## src/rtl/area1_pkg.sv

```systemverilog
// Shared definitions for the area1 CUDB / config-RAM transfer blocks:
// record geometry, address widths, checksum width and the one-hot state set.
package area1_pkg;

  localparam int REC_BYTES = 16;
  localparam int REC_IDX_W = 4;
  localparam int CUDB_AW   = 13;
  localparam int CFG_AW    = 11;
  localparam int CSUM_W    = 8;

  typedef enum logic [5:0] {
    ST_IDLE   = 6'b000001,
    ST_READ   = 6'b000010,
    ST_DRAIN  = 6'b000100,
    ST_CHECK  = 6'b001000,
    ST_COMMIT = 6'b010000,
    ST_DONE   = 6'b100000
  } state_t;

  // Mod-2^CSUM_W running sum of record bytes.
  function automatic logic [CSUM_W-1:0] csum_add(input logic [CSUM_W-1:0] acc,
                                                 input logic [7:0]        b);
    return acc + b;
  endfunction

endpackage

```

## src/rtl/area1_rd_lat_pipe.sv

```systemverilog
// RD_LAT-deep valid shift register for CUDB readers. A read request entering
// on i_vld comes out on o_vld exactly when the RAM's dout carries its data.
// o_empty: no request in flight. o_tail_only: nothing in flight behind the
// stage currently at the output, so no byte arrives after this cycle.
module area1_rd_lat_pipe #(
  parameter int RD_LAT = 2
) (
  input  logic clk,
  input  logic rst,
  input  logic i_vld,
  output logic o_vld,
  output logic o_empty,
  output logic o_tail_only
);

  logic [RD_LAT-1:0] pipe_q;
  logic [RD_LAT-1:0] pipe_d;
  logic              behind;

  // Advance every in-flight request one stage per cycle.
  always_comb begin
    pipe_d    = pipe_q;
    pipe_d[0] = i_vld;
    for (int i = 1; i < RD_LAT; i++) pipe_d[i] = pipe_q[i-1];
  end

  // Stage register; cleared by reset so an abort discards pending returns.
  always_ff @(posedge clk) begin
    if (rst) pipe_q <= '0;
    else     pipe_q <= pipe_d;
  end

  // Any request still upstream of the output stage.
  always_comb begin
    behind = 1'b0;
    for (int i = 0; i < RD_LAT - 1; i++) behind = behind | pipe_q[i];
  end

  assign o_vld       = pipe_q[RD_LAT-1];
  assign o_empty     = ~|pipe_q;
  assign o_tail_only = ~behind;

endmodule

```

## src/rtl/area1_load_cfg.sv

```systemverilog
// area1_load_cfg: copies one 16-byte record from the CUDB into the local
// 2Kx8 diag/config RAM on a start pulse.
// Build option CFG_CHECKSUM_EN: buffer the record, verify byte 15 equals the
// mod-256 sum of bytes 0..14, and write the RAM only if it matches (o_err
// flags a mismatch). Without it, bytes are written through as they return.
// Handshake: i_start is a one-cycle request taken only in IDLE (o_busy low);
// o_done pulses for one cycle when the transfer ends, and o_err is valid with
// it and held until the next accepted start. om_dbg_state shows the FSM state.
module area1_load_cfg
  import area1_pkg::*;
#(
  parameter int RD_LAT = 2
) (
  input  logic               clk,
  input  logic               rst,
  input  logic               i_start,
  input  logic [9:0]         im_base_addr,
  input  logic [6:0]         im_dst_page,
  output logic               o_busy,
  output logic               o_done,
  output logic               o_err,
  output logic               o_cudb_rden,
  output logic [CUDB_AW-1:0] om_cudb_addr,
  input  logic [7:0]         im_cudb_dout,
  output logic               o_cfg_wren,
  output logic [CFG_AW-1:0]  om_cfg_addr,
  output logic [7:0]         om_cfg_din,
  output logic [5:0]         om_dbg_state
);

  state_t               state_q, state_d;
  logic [8:0]           base_q, base_d;
  logic [6:0]           page_q, page_d;
  logic [REC_IDX_W-1:0] rd_idx_q, rd_idx_d;
  logic [REC_IDX_W-1:0] cap_idx_q, cap_idx_d;
  logic                 start_acc;
  logic                 pipe_vld, pipe_empty, pipe_tail;
  logic                 unused_ok;

`ifdef CFG_CHECKSUM_EN
  logic [7:0]           buf_q [REC_BYTES];
  logic [7:0]           buf_d [REC_BYTES];
  logic [REC_IDX_W-1:0] cm_idx_q, cm_idx_d;
  logic                 err_q, err_d;
  logic [CSUM_W-1:0]    csum;
`else
  logic                 wr_en_q, wr_en_d;
  logic [CFG_AW-1:0]    wr_addr_q, wr_addr_d;
  logic [7:0]           wr_data_q, wr_data_d;
`endif

  assign start_acc = (state_q == ST_IDLE) && i_start;

  area1_rd_lat_pipe #(.RD_LAT(RD_LAT)) u_rd_lat_pipe (
    .clk         (clk),
    .rst         (rst),
    .i_vld       (o_cudb_rden),
    .o_vld       (pipe_vld),
    .o_empty     (pipe_empty),
    .o_tail_only (pipe_tail)
  );

`ifdef CFG_CHECKSUM_EN
  // Sum of bytes 0..14; compared against byte 15 in CHECK.
  always_comb begin
    csum = '0;
    for (int i = 0; i < REC_BYTES - 1; i++) csum = csum_add(csum, buf_q[i]);
  end
  assign unused_ok = ^{im_base_addr[9], pipe_empty};
`else
  assign unused_ok = ^{im_base_addr[9], pipe_tail};
`endif

  // Next-state logic and transfer-control registers.
  always_comb begin
    state_d  = state_q;
    base_d   = base_q;
    page_d   = page_q;
    rd_idx_d = rd_idx_q;
`ifdef CFG_CHECKSUM_EN
    cm_idx_d = cm_idx_q;
    err_d    = err_q;
`endif
    case (state_q)
      ST_IDLE: begin
        if (i_start) begin
          base_d   = im_base_addr[8:0];
          page_d   = im_dst_page;
          rd_idx_d = '0;
`ifdef CFG_CHECKSUM_EN
          err_d    = 1'b0;
`endif
          state_d  = ST_READ;
        end
      end
      ST_READ: begin
        rd_idx_d = rd_idx_q + 1'b1;
        if (rd_idx_q == 4'd15) state_d = ST_DRAIN;
      end
      ST_DRAIN: begin
`ifdef CFG_CHECKSUM_EN
        // Last byte lands in the buffer this cycle, so CHECK can follow.
        if (pipe_tail) state_d = ST_CHECK;
`else
        // Wait until the last write-through has been presented.
        if (pipe_empty) state_d = ST_DONE;
`endif
      end
`ifdef CFG_CHECKSUM_EN
      ST_CHECK: begin
        if (csum == buf_q[REC_BYTES-1]) begin
          cm_idx_d = '0;
          state_d  = ST_COMMIT;
        end else begin
          err_d    = 1'b1;
          state_d  = ST_DONE;
        end
      end
      ST_COMMIT: begin
        cm_idx_d = cm_idx_q + 1'b1;
        if (cm_idx_q == 4'd15) state_d = ST_DONE;
      end
`endif
      ST_DONE:  state_d = ST_IDLE;
      default:  state_d = ST_IDLE;
    endcase
  end

  // Return path: count returned bytes and capture or forward each one.
  always_comb begin
    cap_idx_d = cap_idx_q;
    if (start_acc)     cap_idx_d = '0;
    else if (pipe_vld) cap_idx_d = cap_idx_q + 1'b1;
`ifdef CFG_CHECKSUM_EN
    buf_d = buf_q;
    if (pipe_vld) buf_d[cap_idx_q] = im_cudb_dout;
`else
    wr_en_d   = pipe_vld;
    wr_addr_d = pipe_vld ? {page_q, cap_idx_q} : '0;
    wr_data_d = pipe_vld ? im_cudb_dout : '0;
`endif
  end

  // Control and output registers; synchronous reset aborts to IDLE.
  always_ff @(posedge clk) begin
    if (rst) begin
      state_q   <= ST_IDLE;
      base_q    <= '0;
      page_q    <= '0;
      rd_idx_q  <= '0;
      cap_idx_q <= '0;
`ifdef CFG_CHECKSUM_EN
      cm_idx_q  <= '0;
      err_q     <= 1'b0;
`else
      wr_en_q   <= 1'b0;
      wr_addr_q <= '0;
      wr_data_q <= '0;
`endif
    end else begin
      state_q   <= state_d;
      base_q    <= base_d;
      page_q    <= page_d;
      rd_idx_q  <= rd_idx_d;
      cap_idx_q <= cap_idx_d;
`ifdef CFG_CHECKSUM_EN
      cm_idx_q  <= cm_idx_d;
      err_q     <= err_d;
`else
      wr_en_q   <= wr_en_d;
      wr_addr_q <= wr_addr_d;
      wr_data_q <= wr_data_d;
`endif
    end
  end

`ifdef CFG_CHECKSUM_EN
  // Record buffer; contents are don't-care until filled, so no reset.
  always_ff @(posedge clk) begin
    buf_q <= buf_d;
  end

  assign o_err       = err_q;
  assign o_cfg_wren  = (state_q == ST_COMMIT);
  assign om_cfg_addr = o_cfg_wren ? {page_q, cm_idx_q} : '0;
  assign om_cfg_din  = o_cfg_wren ? buf_q[cm_idx_q] : '0;
`else
  assign o_err       = 1'b0;
  assign o_cfg_wren  = wr_en_q;
  assign om_cfg_addr = wr_addr_q;
  assign om_cfg_din  = wr_data_q;
`endif

  assign o_busy       = (state_q != ST_IDLE);
  assign o_done       = (state_q == ST_DONE);
  assign o_cudb_rden  = (state_q == ST_READ);
  assign om_cudb_addr = o_cudb_rden ? {base_q, rd_idx_q} : '0;
  assign om_dbg_state = state_q;

endmodule

```

## config.mk

```make
export PLATFORM = sky130hd
export DESIGN_NAME = area1_load_cfg
export DESIGN_NICKNAME = d
export VERILOG_FILES = /design/src/rtl/area1_pkg.sv /design/src/rtl/area1_rd_lat_pipe.sv /design/src/rtl/area1_load_cfg.sv
export SDC_FILE = /design/constraint.sdc
export NUM_CORES = 1
export LEC_CHECK = 0
export ABC_AREA = 1
export CORE_ASPECT_RATIO = 2
export CORE_UTILIZATION = 25
export DETAILED_ROUTE_END_ITERATION = 16
export PLACE_DENSITY_LB_ADDON = 0.15
export SLEW_MARGIN = 10
export SYNTH_ARGS = -nofsm -noshare
export SYNTH_HDL_FRONTEND = slang
export SYNTH_SLANG_ARGS = --single-unit
export TNS_END_PERCENT = 30
```

## constraint.sdc

```tcl
create_clock -name clk -period 2.3 [get_ports clk]
set_input_delay 0.345 -clock clk [delete_from_list [all_inputs] [get_ports clk]]
set_output_delay 0.345 -clock clk [all_outputs]
set_load 0.005 [all_outputs]
```

==> metrics.csv, run 1 <==
stage,metric,value,unit
status,status,completed,
detailed_routing,met1_length,1.57,mm
pwr,vdd_drop_max,0.000356,V
timing,finalHoldViolCount,0,
yosys,synthAdderAreaFrac,0.0133,
yosys,yosysUniqueCellTypes,27,
timing,slew_viol_final,0,
yosys,synthesis.instances,231,
timing,period_share,0.922,
detailed_routing,first_pass_iters,4,
detailed_routing,vias,1565,
cells_and_area,multi_input_area,647,um2
cts,numCtsBuffers,5,
placed_design,portBuffers,66,
cts,htreeDepth,2,
cts,cts_resized,0,
min_path,hp-start,u_rd_lat_pipe.pipe_q[0],
pwr,power_density,669,nW/um2
floorplan,initial_core_util,0.259,
cells_and_area,areaGrowthSynthToFinish,45.5,%
cells_and_area,fin_util,0.378,
cts,ctsHoldBuffers,0,
detailed_routing,drt_iter0_drc,36,
cells_and_area,fillers,790,
setup_path,cpMaxStageDelayCell,clkdlybuf4s50_1,
setup_path,path_class,reg2out,
yosys,avgSynthCellArea,8.16,um2
timing,setup_tns,0,ns
global_routing,grt_max_degree,38,
detailed_routing,ant_nets,0,
placed_design,gp_congestion,0.740,
cells_and_area,nets,326,
pwr,power.leakage,1.08,nW
yosys,synth_compound_area_frac,0.124,
setup_path,critPathCaptureType,output pin,
global_routing,grt_pass1_vias,1413,
yosys,synth_mux_area_frac,0,
yosys,ys_ff_latch,50,
floorplan,die_height,125,um
cts,cts.sinks,50,
setup_path,critPathMaxStageDelay,0.54,ns
setup_path,reg2reg_setup_slack,0.81,ns
setup_path,cp_max_fo,19,
cells_and_area,antennaDiodeCount,0,
setup_path,r2r_start,om_dbg_state[0],
timing,finClkSkew,0.00271,ns
detailed_routing,drc_errors,0,
cts,cts_setup_buffers,0,
floorplan,die_area,7910,um2
yosys,synth-simple-area-share,0.195,
placed_design,post-dp-hpwl,2.86,mm
detailed_routing,wl_met2,2.10,mm
floorplan,num_rows,44,
detailed_routing,routed.top_layer,met4,
yosys,syn_area,1890,um2
timing,finalCriticalPeriod,2.12,ns
detailed_routing,wl_met3,194,um
global_routing,grtUsageTotal,0.108,
cts,clock_path_buffers,2,
setup_path,required,1.96,ns
floorplan,ios,71,
yosys,synth_top_area_frac,0.531,
setup_path,crit_arrival,1.78,ns
cells_and_area,drive_above_1_share,0.0842,
yosys,ys_warn_count,0,
cells_and_area,seq_area,1000,um2
timing,setup_viol_count_final,0,
floorplan,coreArea,7270,um2
timing,fmax,471,MHz
floorplan,die_w,63.4,um
cells_and_area,stdcell_area,2740,um2
global_routing,grt_pass1_wl,6.60,mm
cts,tritoncts,done,
yosys,synthTopCellsByArea,"dfxtp_1 (53%), nor2_1 (9.6%), inv_1 (7.8%)",
cts,clkTransAtPathRegs,0.06,ns
detailed_routing,drt-total-wl,3.96,mm
flow_run,maxCapViolations,0,
min_path,hold_class,reg2reg,
setup_path,worstSetupStartpoint,om_dbg_state[5],
timing,rsz0062_at_grt,false,
yosys,ys_seq_area_frac,0.531,
cts,clock_latency,0.28,ns
setup_path,crit_chain,nor2_4 > nand3_4 > nor2_1 > clkdlybuf4s50_1,
timing,hold_ws,0.420,ns
placed_design,dpl_cell_area,2600,um2
global_routing,antenna_found_initial,0,
detailed_routing,vias_per_cell,4.02,
setup_path,critPathLaunchType,register,
yosys,synth_xor_area_frac,0.00464,
global_routing,overflow,0,
detailed_routing,routedWlPerCell,10.2,um
cts,cts_root_buf,clkbuf_16,
yosys,yosysTopAreaCell,dfxtp_1,
yosys,synth_top_family_by_area,simple AND/OR/NAND/NOR gates,
metrics by stage:
step                      instances  setup WS (ns)  power (W)
after floorplan                 233           1.00    0.00105
after global placement          381          0.441    0.00112
after detailed placement        381          0.435    0.00113
after CTS                       389          0.122    0.00187
after global routing            389         0.0369    0.00193
final                           389          0.179    0.00184
registers in the layout, summed over array words and instances, names as in the netlist:
| signal | cells |
|---|---|
| om_cfg_addr | 11 |
| base_q | 9 |
| om_cfg_din | 8 |
| page_q | 7 |
| cap_idx_q | 4 |
| om_dbg_state | 4 |
| rd_idx_q | 4 |
| u_rd_lat_pipe.pipe_q | 2 |
| o_cfg_wren | 1 |
critical path, delay by kind of cell, from the launching register on:
kind | cells | cell delay [ns]
buffers and inverters | 1 | 0.54
flip-flops | 1 | 0.35
AND/OR/NAND/NOR | 3 | 0.59
routing by layer:
layer	track usage	up-vias
met5	0	-
met4	0.0602	0
met3	0.0339	7
met2	0.190	43
met1	0.110	683
li1	-	832
synthesized netlist by cell type:
cell type,n
a21oi_1,19
a21oi_2,3
a31oi_1,1
buf_2,3
buf_4,4
buf_6,3
clkbuf_1,1
clkbuf_2,1
conb_1,1
dfxtp_1,50
ha_1,2
inv_1,39
inv_2,3
nand2_1,15
nand3_1,8
nand3_2,1
nand3_4,2
nand4_1,1
nor2_1,48
nor2_2,2
nor2_4,1
nor3_1,2
o21ai_0,7
o21ai_1,9
o21ai_2,3
or2_2,1
xor2_1,1
kinds of logic after synthesis:
kind of cell | count (synthesis)
other | 1
DFF | 50
AOI/OAI and AO/OA | 42
adders and majority gates | 2
xor gates and xnor gates | 1
and+or+nand+nor | 81
buffers and inverters | 54
path summary, 6_finish.rpt:
path	depth (start not counted)	endpoint
max	4	om_cudb_addr[11]
min	2	u_rd_lat_pipe.pipe_q[1]
min reg2reg	2	u_rd_lat_pipe.pipe_q[1]
max reg2reg	5	page_q[2]
area by class of cell:
cell class                      instances  share of cell area
Multi-Input combinational cell        129               0.236
Clock inverter                          1             0.00182
Timing Repair Buffer                   68               0.246
Inverter                               42              0.0575
Sequential cell                        50               0.365
Clock buffer                            7              0.0520
Tap cell                               92              0.0420
placed cells by master (no fill, tap or decap), types with 2 or more instances in the layout:
master           instances
o21ai_0                  7
o21ai_2                  3
inv_2                    3
nor3_1                   2
buf_4                    2
a21oi_2                  3
inv_1                   39
nand3_4                  2
nor2_2                   2
o21ai_1                  9
a21oi_1                 19
clkbuf_16                5
ha_1                     2
nand2_1                 15
conb_1                   3
nor2_1                  48
dfxtp_1                 50
nand3_1                  8
clkdlybuf4s50_1         66
report_power, final:
group	internal [W]	switching [W]	total (W)
combinational	0.0000906	0.0000971	0.000188
sequential	0.000902	0.0000138	0.000916
clock	0.000431	0.000301	0.000732
No activity file was read; power rests on OpenSTA's default activity.
==> run 2: changes to the inputs <==
- CELL_PAD_IN_SITES_DETAIL_PLACEMENT: default -> 0
- CELL_PAD_IN_SITES_GLOBAL_PLACEMENT: default -> 1
- SKIP_LAST_GASP: default -> 1
==> run 2 against run 1 <==
Against the previous run: total power up 4.5%; maximum frequency down 0.54%; clock skew up 0.0020 ns; global-route usage up 0.77 points; sequential power about the same; sequential share of layout area down 0.20 points; combinational power about the same; die area unchanged; hold slack better by 0.0017 ns; final cell count unchanged; worst setup slack worse by 0.012 ns; via count up 0.58%; largest cell class unchanged.
==> metrics.csv, run 2 (same netlist as run 1, synthesis figures left out) <==
stage,metric,value,unit,change
status,status,completed,,
global_routing,grtUsageTotal,0.116,,+0.00772
cts,clock_path_buffers,2,,unchanged
cells_and_area,largest_reg_flops,11,,unchanged
floorplan,die_height,125,um,unchanged
timing,rsz0062_at_grt,false,,
floorplan,die_w,63.4,um,unchanged
cts,cts_setup_buffers,0,,unchanged
detailed_routing,drc_errors,0,,unchanged
flow_run,maxCapViolations,0,,unchanged
timing,setup_viol_count_final,0,,unchanged
floorplan,coreArea,7270,um2,unchanged
detailed_routing,vias,1574,,+0.58%
min_path,hold_depth,2,,unchanged
timing,setup_tns,0,ns,unchanged
cts,cts_root_buf,clkbuf_16,,
timing,finClkSkew,0.00470,ns,+0.00199 ns
setup_path,path_class,reg2out,,
cells_and_area,areaGrowthSynthToFinish,46.3,%,
setup_path,critPathCaptureType,output pin,,
placed_design,gp_congestion,0.699,,-5.5%
setup_path,cp_max_fo,19,,unchanged
detailed_routing,drt_iter0_drc,107,,+200%
placed_design,place_inst,381,,unchanged
min_path,min_to,u_rd_lat_pipe.pipe_q[1],,
detailed_routing,routedWlPerCell,10.8,um,+5.6%
setup_path,worstSetupStartpoint,om_dbg_state[5],,
detailed_routing,first_pass_iters,4,,unchanged
cells_and_area,antennaDiodeCount,0,,unchanged
pwr,power.leakage,1.08,nW,+0.39%
placed_design,portBuffers,66,,unchanged
setup_path,crit_arrival,1.79,ns,about the same
cts,clkTransAtPathRegs,0.06,ns,about the same
pwr,power_density,695,nW/um2,+4.0%
setup_path,reg2regPathDepth,5,,unchanged
global_routing,grt_max_degree,38,,unchanged
cts,htreeDepth,2,,unchanged
setup_path,r2r_start,om_dbg_state[0],,
detailed_routing,drt-total-wl,4.18,mm,+5.6%
cts,cts.sinks,50,,unchanged
setup_path,critPathLaunchType,register,,
floorplan,num_rows,44,,unchanged
timing,fmax,469,MHz,-0.54%
setup_path,required,1.96,ns,about the same
cts,ctsHoldBuffers,0,,unchanged
min_path,hold_class,reg2reg,,
cells_and_area,nets,326,,unchanged
cells_and_area,layout_commonest_cell,clkdlybuf4s50_1,,
global_routing,overflow,0,,unchanged
global_routing,antenna_found_initial,0,,unchanged
timing,finalHoldViolCount,0,,unchanged
setup_path,reg2reg_setup_slack,0.79,ns,-0.02 ns
cells_and_area,final_cell_mix,"clkdlybuf4s50_1 (66), dfxtp_1 (50), nor2_1 (48)",,
detailed_routing,vias_per_cell,4.05,,+0.58%
cells_and_area,fin_util,0.380,,+0.00207
cts,tritoncts,done,,
timing,finalCriticalPeriod,2.13,ns,+0.0116 ns
global_routing,grt_pass1_wl,6.91,mm,+4.6%
cells_and_area,layoutNonFillerInstCount,389,,unchanged
placed_design,post-dp-hpwl,3.00,mm,+4.9%
floorplan,ios,71,,unchanged
timing,period_share,0.927,,+0.00505
pwr,vdd_drop_max,0.000351,V,-1.3%
cells_and_area,drive_above_1_share,0.0808,,-0.00337
floorplan,die_area,7910,um2,unchanged
min_path,hp-start,u_rd_lat_pipe.pipe_q[0],,
global_routing,grt_pass1_vias,1502,,+6.3%
timing,slew_viol_final,0,,unchanged
detailed_routing,ant_nets,0,,unchanged
cts,clock_latency,0.29,ns,about the same
floorplan,initial_core_util,0.259,,unchanged
cts,cts_resized,0,,unchanged
setup_path,r2r_end,page_q[6],,
cts,numCtsBuffers,5,,unchanged
==> run 2: critical path, stage by stage, from the launching register on <==
cell	delay, ns
dfxtp_1	0.35
nor2_4	0.20
nand3_4	0.24
nor2_1	0.18
clkdlybuf4s50_1	0.51
==> run 2: worst max-delay path by stage <==
stage	slack (ns)	end	depth (start not counted)
after floorplan	1.00	om_cudb_addr[10]	4
after global placement	0.45	om_cudb_addr[11]	4
after detailed placement	0.44	om_cudb_addr[9]	4
after CTS	0.12	om_cudb_addr[9]	4
after global routing	0.0009	om_cudb_addr[12]	4
final	0.17	om_cudb_addr[9]	4
==> run 2: stage by stage <==
step           worst slack (ns)  cell area [um2]  hold WS [ns]  power, W
2_1_floorplan              1.00             1890         0.403   0.00105
3_3_place_gp              0.447             2600         0.408   0.00113
3_5_place_dp              0.438             2600         0.417   0.00113
4_1_cts                   0.120             2760         0.424   0.00195
5_1_grt                0.000898             2760         0.458   0.00202
6_report                  0.167             2760         0.422   0.00192
==> run 2: final cells by class <==
| cell class | instances | area, um2 |
|---|---|---|
| fill | 797 | 4510 |
| sequential | 50 | 1000 |
| timing repair buffer | 68 | 676 |
| multi-input combinational | 129 | 647 |
| inverter | 42 | 158 |
| clock buffer | 7 | 133 |
| tap | 92 | 115 |
| clock inverter | 1 | 30.0 |
==> run 2: metal layers <==
layer | wire length, um | GRT usage | share of wire
met4 | 101 | 0.0602 | 0.024
met2 | 2340 | 0.222 | 0.56
met5 | 0 | 0 | 0
met3 | 190 | 0.0366 | 0.045
met1 | 1550 | 0.103 | 0.37
==> run 2: power by group <==
| group | leakage (nW) | total, W | switching, W | internal [W] |
|---|---|---|---|---|
| logic | 0.595 | 0.000189 | 0.0000981 | 0.0000906 |
| clock network | 0.0781 | 0.000813 | 0.000299 | 0.000514 |
| registers | 0.407 | 0.000917 | 0.0000146 | 0.000902 |
==> run 3: changes to the inputs <==
- DONT_BUFFER_PORTS: default -> 1
==> run 3 against run 2 <==
Against the previous run: utilization shrank 9.2 points; hold slack got worse by 0.31 ns; global-route usage decreased by 0.59 points; sequential power is essentially flat; design area decreased by 24%; count of clock-buffer cells in the layout down 2; non-clock buffer count decreased by 67; clock skew fell by 0.0010 ns; sequential share of layout area rose by 12 points; highest routed layer unchanged.
==> metrics.csv, run 3 (same netlist as run 1, synthesis figures left out) <==
stage,metric,value,unit,change
status,status,completed,,
cts,clock_path_buffers,2,,unchanged
setup_path,required,1.96,ns,about the same
flow_run,maxCapViolations,0,,unchanged
setup_path,crit_arrival,1.36,ns,-0.43 ns
timing,slew_viol_final,0,,unchanged
cells_and_area,nets,259,,-21%
timing,finalHoldViolCount,0,,unchanged
cells_and_area,drive_above_1_share,0.109,,+0.0279
cts,htreeDepth,2,,unchanged
pwr,vdd_drop_max,0.000315,V,-10%
timing,setup_tns,0,ns,unchanged
cells_and_area,antennaDiodeCount,0,,unchanged
detailed_routing,drt-total-wl,3.92,mm,-6.3%
timing,rsz0062_at_grt,false,,
global_routing,grt_pass1_vias,1301,,-13%
cells_and_area,final_cell_mix,"dfxtp_1 (50), nor2_1 (48), inv_1 (39)",,
floorplan,die_area,7910,um2,unchanged
global_routing,grt_max_degree,38,,unchanged
cts,cts_root_buf,clkbuf_16,,
global_routing,grt_pass1_wl,6.50,mm,-5.9%
detailed_routing,ant_nets,0,,unchanged
floorplan,num_rows,44,,unchanged
cts,tritoncts,done,,
floorplan,die_height,125,um,unchanged
setup_path,critPathCaptureType,output pin,,
detailed_routing,drt_iter0_drc,73,,-32%
setup_path,path_class,reg2out,,
global_routing,antenna_found_initial,0,,unchanged
global_routing,overflow,0,,unchanged
cts,clock_latency,0.29,ns,about the same
placed_design,portBuffers,0,,-100%
pwr,power.leakage,0.842,nW,-22%
global_routing,grtUsageTotal,0.110,,-0.00588
timing,period_share,0.742,,-0.185
cts,ctsHoldBuffers,0,,unchanged
floorplan,coreArea,7270,um2,unchanged
floorplan,die_w,63.4,um,unchanged
min_path,hold_class,in2reg,,
cells_and_area,fillers,818,,+2.6%
pwr,power_density,891,nW/um2,+28%
cells_and_area,largest_reg_flops,11,,unchanged
detailed_routing,vias_per_cell,4.17,,+3.1%
timing,finClkSkew,0.00368,ns,-0.00102 ns
cells_and_area,stdcell_area,2090,um2,-24%
placed_design,gp_congestion,0.727,,+4.0%
floorplan,ios,71,,unchanged
cts,cts_setup_buffers,0,,unchanged
cts,cts.sinks,50,,unchanged
cells_and_area,areaGrowthSynthToFinish,11.0,%,
cts,numCtsBuffers,5,,unchanged
detailed_routing,routedWlPerCell,12.2,um,+13%
cts,cts_resized,0,,unchanged
detailed_routing,first_pass_iters,4,,unchanged
cts,clkTransAtPathRegs,0.07,ns,about the same
placed_design,dpl_cell_area,1930,um2,-26%
cells_and_area,layout_commonest_cell,dfxtp_1,,
timing,finalCriticalPeriod,1.71,ns,-0.426 ns
placed_design,post-dp-hpwl,2.80,mm,-6.4%
setup_path,critPathLaunchType,register,,
timing,setup_viol_count_final,0,,unchanged
detailed_routing,drc_errors,0,,unchanged
setup_path,cp_max_fo,19,,unchanged
timing,fmax,586,MHz,+25%
detailed_routing,vias,1343,,-15%
floorplan,initial_core_util,0.259,,unchanged
-- run 3: metal layers --
| layer | wire, um | part of all wire | global-route usage | vias up |
|---|---|---|---|---|
| met5 | 0 | 0 | 0 | - |
| met4 | 91 | 0.023 | 0.0521 | 0 |
| met3 | 161 | 0.041 | 0.0366 | 6 |
| met2 | 2190 | 0.56 | 0.205 | 40 |
| met1 | 1480 | 0.38 | 0.104 | 600 |
| li1 | - | - | - | 697 |
-- run 3: final timing paths --
path	from	to	slack (ns)	depth (start not counted)
setup / recovery	om_dbg_state[5]	om_cudb_addr[9]	0.59	3
hold reg to reg	u_rd_lat_pipe.pipe_q[0]	u_rd_lat_pipe.pipe_q[1]	0.43	2
hold / removal	rst	rd_idx_q[3]	0.11	1
setup reg to reg	om_dbg_state[0]	page_q[6]	0.76	5
-- run 3: per-stage QoR --
step                hold WS [ns]   util  setup slack (ns)  total power, W  std cells
global route               0.101  0.288             0.481         0.00196        322
detailed placement         0.415  0.265             0.702         0.00106        314
global placement           0.409  0.265             0.728         0.00106        314
finish                     0.113  0.288             0.594         0.00187        322
CTS                        0.104  0.288             0.545         0.00191        322
floorplan                  0.403      -              1.00         0.00105        233
-- run 3: report_power, final --
| part | total (W) | leakage (nW) | switching, W | internal, W |
|---|---|---|---|---|
| Clock | 0.000828 | 0.0836 | 0.000319 | 0.000509 |
| Sequential | 0.000917 | 0.407 | 0.0000150 | 0.000902 |
| Combinational | 0.000122 | 0.351 | 0.0000857 | 0.0000359 |
-- run 3: worst max-delay path, stage by stage (launching register included) --
cell,delay [ns]
dfxtp_1,0.37
nor2_4,0.22
nand3_4,0.25
nor2_1,0.22
-- run 3: area by class of cell --
cell class                      instances  area, um2  area share
Clock buffer                            5        125      0.0598
Clock inverter                          3       40.0      0.0191
Inverter                               42        158      0.0753
Multi-Input combinational cell        129        647       0.309
Sequential cell                        50       1000       0.478
Tap cell                               92        115      0.0550
Timing Repair Buffer                    1       7.51     0.00359
